--- src/rtl/mem_arb_pkg.sv ---
// Shared widths, starvation default and owner-state encoding
// for the data-memory arbiter.
package mem_arb_pkg;
  localparam int ADDR_W = 6;
  localparam int DATA_W = 32;
  localparam int CNT_W = 3;
  localparam int STARVE_MAX_DEF = 4;

  typedef enum logic [1:0] {
    OWN_IDLE  = 2'd0,
    OWN_PIPE  = 2'd1,
    OWN_LOAD  = 2'd2,
    OWN_FORCE = 2'd3
  } owner_e;
endpackage

--- src/rtl/arb_starve_ctr.sv ---
// Saturating count of consecutive loader cycles that were denied.
// Clear has priority over increment.
module arb_starve_ctr
  import mem_arb_pkg::*;
#(
  parameter int MAX = STARVE_MAX_DEF
) (
  input  logic             clk,
  input  logic             rst_n,
  input  logic             inc_i,
  input  logic             clr_i,
  output logic [CNT_W-1:0] cnt_o,
  output logic             sat_o
);
  localparam logic [CNT_W-1:0] MaxC = CNT_W'(MAX);

  logic [CNT_W-1:0] cnt_q;
  logic [CNT_W-1:0] cnt_d;

  always_comb begin
    cnt_d = cnt_q;
    if (clr_i) begin
      cnt_d = '0;
    end else if (inc_i && (cnt_q != MaxC)) begin
      cnt_d = cnt_q + 1'b1;
    end
  end

  always_ff @(posedge clk) begin
    if (!rst_n) begin
      cnt_q <= '0;
    end else begin
      cnt_q <= cnt_d;
    end
  end

  assign cnt_o = cnt_q;
  assign sat_o = (cnt_q == MaxC);
endmodule

--- src/rtl/data_mem_arbiter.sv ---
// Single-port data memory shared by the MEM stage and a loader;
// the pipeline wins unless the loader has waited STARVE_MAX cycles.
module data_mem_arbiter
  import mem_arb_pkg::*;
#(
  parameter int STARVE_MAX = STARVE_MAX_DEF
) (
  input  logic              clk,
  input  logic              rst_n,
  input  logic              p_rd,
  input  logic              p_wr,
  input  logic [ADDR_W-1:0] p_addr,
  input  logic [DATA_W-1:0] p_wdata,
  output logic [DATA_W-1:0] p_rdata,
  output logic              p_stall,
  input  logic              l_req,
  input  logic              l_we,
  input  logic [ADDR_W-1:0] l_addr,
  input  logic [DATA_W-1:0] l_wdata,
  output logic              l_gnt,
  output logic [DATA_W-1:0] l_rdata,
  output logic              l_rvalid,
  output logic              m_rd,
  output logic              m_wr,
  output logic [ADDR_W-1:0] m_addr,
  output logic [DATA_W-1:0] m_wdata,
  input  logic [DATA_W-1:0] m_rdata
);
  logic             p_req;
  logic             sat;
  logic             l_own;
  logic             p_own;
  logic [CNT_W-1:0] starve_cnt;

  owner_e            state_q, state_d;
  logic              ld_rd_q, ld_rd_d;
  logic [DATA_W-1:0] l_rdata_q, l_rdata_d;

  assign p_req = p_rd | p_wr;
  // Ownership is gated by rst_n so nothing reaches memory in reset.
  assign l_own = rst_n & l_req & (~p_req | sat);
  assign p_own = rst_n & p_req & ~l_own;

  arb_starve_ctr #(
    .MAX(STARVE_MAX)
  ) u_ctr (
    .clk  (clk),
    .rst_n(rst_n),
    .inc_i(l_req & ~l_own),
    .clr_i(~l_req | l_own),
    .cnt_o(starve_cnt),
    .sat_o(sat)
  );

  always_comb begin
    m_rd    = 1'b0;
    m_wr    = 1'b0;
    m_addr  = '0;
    m_wdata = '0;
    state_d = OWN_IDLE;
    unique case (1'b1)
      l_own: begin
        m_rd    = ~l_we;
        m_wr    = l_we;
        m_addr  = l_addr;
        m_wdata = l_wdata;
        state_d = p_req ? OWN_FORCE : OWN_LOAD;
      end
      p_own: begin
        m_rd    = p_rd;
        m_wr    = p_wr;
        m_addr  = p_addr;
        m_wdata = p_wdata;
        state_d = OWN_PIPE;
      end
      default: ;
    endcase
  end

  assign p_rdata = (p_own & p_rd) ? m_rdata : '0;
  assign p_stall = l_own & p_req;
  assign l_gnt   = l_own;

  assign ld_rd_d   = l_own & ~l_we;
  assign l_rdata_d = ld_rd_d ? m_rdata : l_rdata_q;

  always_ff @(posedge clk) begin
    if (!rst_n) begin
      state_q   <= OWN_IDLE;
      ld_rd_q   <= 1'b0;
      l_rdata_q <= '0;
    end else begin
      state_q   <= state_d;
      ld_rd_q   <= ld_rd_d;
      l_rdata_q <= l_rdata_d;
    end
  end

  assign l_rdata  = l_rdata_q;
  assign l_rvalid = ld_rd_q &
                    ((state_q == OWN_LOAD) | (state_q == OWN_FORCE));
endmodule
--- config.mk ---
export PLATFORM = sky130hd
export DESIGN_NAME = data_mem_arbiter
export DESIGN_NICKNAME = d
export VERILOG_FILES = /design/src/rtl/mem_arb_pkg.sv /design/src/rtl/arb_starve_ctr.sv /design/src/rtl/data_mem_arbiter.sv
export SDC_FILE = /design/constraint.sdc
export NUM_CORES = 1
export LEC_CHECK = 0
export CAP_MARGIN = 20
export CORE_MARGIN = 2
export CORE_UTILIZATION = 33
export CTS_BUF_LIST = sky130_fd_sc_hd__clkbuf_8
export CTS_CLUSTER_SIZE = 12
export DETAILED_ROUTE_END_ITERATION = 12
export PLACE_DENSITY_LB_ADDON = 0.25
export SKIP_CTS_REPAIR_TIMING = 1
export SLEW_MARGIN = 20
export SYNTH_ARGS = -nofsm -noshare
export SYNTH_HDL_FRONTEND = slang
export SYNTH_HIERARCHICAL = 1
export SYNTH_SLANG_ARGS = --single-unit
--- constraint.sdc ---
create_clock -name clk -period 3.6 [get_ports clk]
set_clock_uncertainty 0.2 [all_clocks]
set_input_delay 0.72 -clock clk [delete_from_list [all_inputs] [get_ports clk]]
set_output_delay 0.72 -clock clk [all_outputs]
set_load 0.005 [all_outputs]
==> flow_metrics.env <==
export IMPL_synth_compound_gate_area_share_pct=27.5
export IMPL_synth_area_top_cells="dfxtp_1, a22o_1, and2_1"
export IMPL_power_frac_clock_pct=32.2
export IMPL_yosysTopAreaCell="dfxtp_1"
export IMPL_crit_family="buffers and inverters"
export IMPL_path_clk_slew_ns=0.07
export IMPL_slowest_delay_ns=0.51
export IMPL_pwr_share_comb_pct=30.3
export IMPL_drtIter0Drc=111
export IMPL_vias=2739
export IMPL_worst_path_buf_inv=4
export IMPL_drt_pass1_iter_count=4
export IMPL_rr_startpoint="u_ctr/cnt_o[0]$_SDFFE_PP0P_"
export IMPL_wl_per_cell_um=16.2
export IMPL_synth_top_family_by_area="simple AND/OR/NAND/NOR gates"
export IMPL_report_final_slew_viol_count=0
export IMPL_antenna_cells=0
export IMPL_hp_class="flop to flop"
export IMPL_setup_worst_path_end_class="output port"
export IMPL_period_share_pct=96.5
export IMPL_max_freq_mhz=288
export IMPL_vias_per_cell=5.00
export IMPL_die_area_sq_um=7290
export IMPL_yosys_area_share_adder_pct=1.14
export IMPL_htreeDepth=2
export IMPL_ant_nets=0
export IMPL_critPathLaunchType="input port"
export IMPL_cts_sinks=37
export IMPL_hold_path_startpoint="l_rdata[3]$_SDFFE_PN0P_"
export IMPL_outcome="finished clean"
export IMPL_cp_arrival_ns=2.55
export IMPL_worstHoldEndpoint="l_rdata[3]$_SDFFE_PN0P_"
export IMPL_grt_max_degree=40
export IMPL_synth_nets=377
export IMPL_async_flop_share_pct=0
export IMPL_setup_violations=0
export IMPL_cts_max_path_buffers=2
export IMPL_p_sw_mw=0.253
export IMPL_antenna_found_initial=0
export IMPL_synth_xor_area_share_pct=0
export IMPL_pwr_share_seq_pct=37.5
export IMPL_ys_seq_elements=37
export IMPL_cts_buffers=5
export IMPL_worst_path_stages=7
export IMPL_internal_power_mw=0.876
export IMPL_p_sw_share_pct=22.4
export IMPL_synth_simple_area_share_pct=28.5
export IMPL_relSlewSlack_pct=76.9
export IMPL_synth_ff_type="dfxtp_1"
export IMPL_core_sq_um=6390
export IMPL_cts_tree="done"
export IMPL_synth_area_mux_share_pct=0.915
export IMPL_synth_distinct_cells=29
export IMPL_syn_cell_area_sq_um=2190
export IMPL_synth_top_area_share_pct=33.9
export IMPL_insertion_delay_ns=0.28
export IMPL_rr_endpoint="u_ctr/cnt_o[1]$_SDFFE_PP0P_"
export IMPL_area_growth_pct=107
export IMPL_final_nets=586
export IMPL_synth_seq_area_share_pct=33.9
export IMPL_synth_edff_count=0
export IMPL_crit_top_cell="clkdlybuf4s50_1"
export IMPL_drc=0
export IMPL_period_needed_ns=3.47
export IMPL_cp_slowest_cell="clkdlybuf4s50_1"
export IMPL_ir_worst_vdd_mv=0.216
export IMPL_grt_pass1_wl_mm=13.3
export IMPL_rsz0062_at_grt="no"
export IMPL_fp_dieH_um=85.4
export IMPL_gp_congestion=0.836
export IMPL_cp_cell_sequence="clkdlybuf4s50_1 > o21bai_4 > nand3_2 > inv_2 > buf_12 > a22o_1 > clkdlybuf4s50_1"
export IMPL_drv_cap=0
export IMPL_io_buffer_count=220
export IMPL_cts_root_buf="clkbuf_8"
export IMPL_track_usage_pct=22.7
export IMPL_power_mw=1.13
export IMPL_critical_path_required_ns=2.68
export IMPL_finalNonFillerCells=548
export IMPL_critPathKind="input port to output port"
export IMPL_pin_count=221
export IMPL_worstMarginPinSlew_ns=0.347
export IMPL_r2r_slack_ns=1.51
export IMPL_die_w_um=85.4
export IMPL_synthCells=261
export IMPL_std_cell_rows=29
export IMPL_hold_violations=0
export IMPL_syn_area_per_cell_sq_um=8.38
export IMPL_power_leakage_nw=1.74
export IMPL_yosys_warnings=6
export IMPL_post_dp_hpwl_mm=6.92
export IMPL_path_max_fanout=39
export IMPL_grt_overflow_total=0
export IMPL_timing_setup_tns_ns=0
export IMPL_dp_cells=540
export IMPL_initial_core_util_pct=34.2
export IMPL_hold_path_depth=2
export IMPL_power_density_nw_per_um2=249
export IMPL_worst_r2r_path_depth=8
export IMPL_routed_wl_mm=8.88
export IMPL_grt_pass1_vias=2654
export IMPL_drive_gt1_share_pct=8.28
## routing by layer
layer  GRT usage [%]  wire length [um]  share of wire (%)
met3            7.49               822                9.3
met1            24.1              3290                 37
met2            43.0              4660                 52
met4            5.19               108                1.2
met5               0                 0                  0
## worst register-to-register path, cell delays in order (launching register included)
cell,delay [ns]
dfxtp_1,0.38
inv_1,0.06
ha_1,0.21
and2_1,0.17
o21bai_4,0.18
nand3_2,0.13
and2_1,0.19
a21boi_1,0.29
mux2i_1,0.21
## flip-flops by register name (all words and copies together), names as in the netlist
name and cells:
l_rdata 32, u_ctr/cnt_o 3, ld_rd_q 1, state_q 1
## cells in the mapped netlist (2+ instances only)
cell / instances
nand3_1: 32
and3b_1: 2
a22o_1: 38
clkbuf_1: 11
nor2_1: 2
a21oi_1: 2
mux2i_1: 2
and2_1: 35
nand3b_1: 3
dfxtp_1: 37
ha_1: 2
nand2_1: 35
o21ai_1: 9
buf_2: 7
buf_6: 7
o21ai_0: 4
inv_1: 3
o21ai_2: 19
## cells by family (layout without fill, tap and decap cells)
logic type | count (synthesis) | after routing
flip-flops | 37 | 37
multiplexers | 2 | 2
buffers and inverters | 30 | 240
AO/OA/AOI/OAI | 74 | 74
AND/OR/NAND/NOR | 116 | 116
adder cells (fa/ha/maj) | 2 | 2
## power groups by stage
stage	Sequential [mW]	Combinational, mW	Clock, mW
floorplan	0.433	0.0957	0
global placement	0.432	0.339	0
detailed placement	0.432	0.343	0
CTS	0.423	0.345	0.370
global route	0.424	0.366	0.388
finish	0.423	0.343	0.364
## through the flow
stage / area, sq um / setup slack (ns) / util, % / hold slack (ns)
6_report: 4540 / 0.126 / 71.0 / 0.251
5_1_grt: 4540 / 0.0375 / 71.0 / 0.269
4_1_cts: 4540 / 0.116 / 71.0 / 0.252
3_5_place_dp: 4420 / 0.140 / 69.2 / 0.243
3_3_place_gp: 4420 / 0.200 / 69.2 / 0.235
2_1_floorplan: 2190 / 1.08 / - / 0.245
## cell usage in the layout (no fill, tap or decap), types with 2 or more instances in the layout
cell             instances
a21oi_1                  2
a22o_1                  38
and2_1                  35
and3b_1                  2
buf_12                   3
buf_4                    5
clkbuf_8                 6
clkdlybuf4s50_1        220
dfxtp_1                 37
ha_1                     2
inv_1                    4
mux2i_1                  2
nand2_1                 35
nand3_1                 32
nand3b_1                 3
nor2_1                   2
o21ai_0                  4
o21ai_1                  9
o21ai_2                 19
## final cells by class
class / count / area, sq um
sequential: 37 / 741
clock inverter: 2 / 33.8
clock buffer: 6 / 82.6
multi-input combinational: 194 / 1270
inverter: 4 / 15.0
timing repair buffer: 228 / 2300
tap: 77 / 96.3
fill: 521 / 1850
## worst max-delay path by stage
stage | startpoint | end | slack [ns]
6_report | p_rd | m_wdata[27] | 0.13
3_5_place_dp | p_rd | m_wdata[8] | 0.14
5_1_grt | p_rd | m_wdata[27] | 0.04
3_3_place_gp | p_rd | m_wdata[12] | 0.20
4_1_cts | p_rd | m_wdata[27] | 0.12
2_1_floorplan | u_ctr/cnt_o[0]$_SDFFE_PP0P_ | m_wdata[12] | 1.08
(Power assumes the default switching activity.)
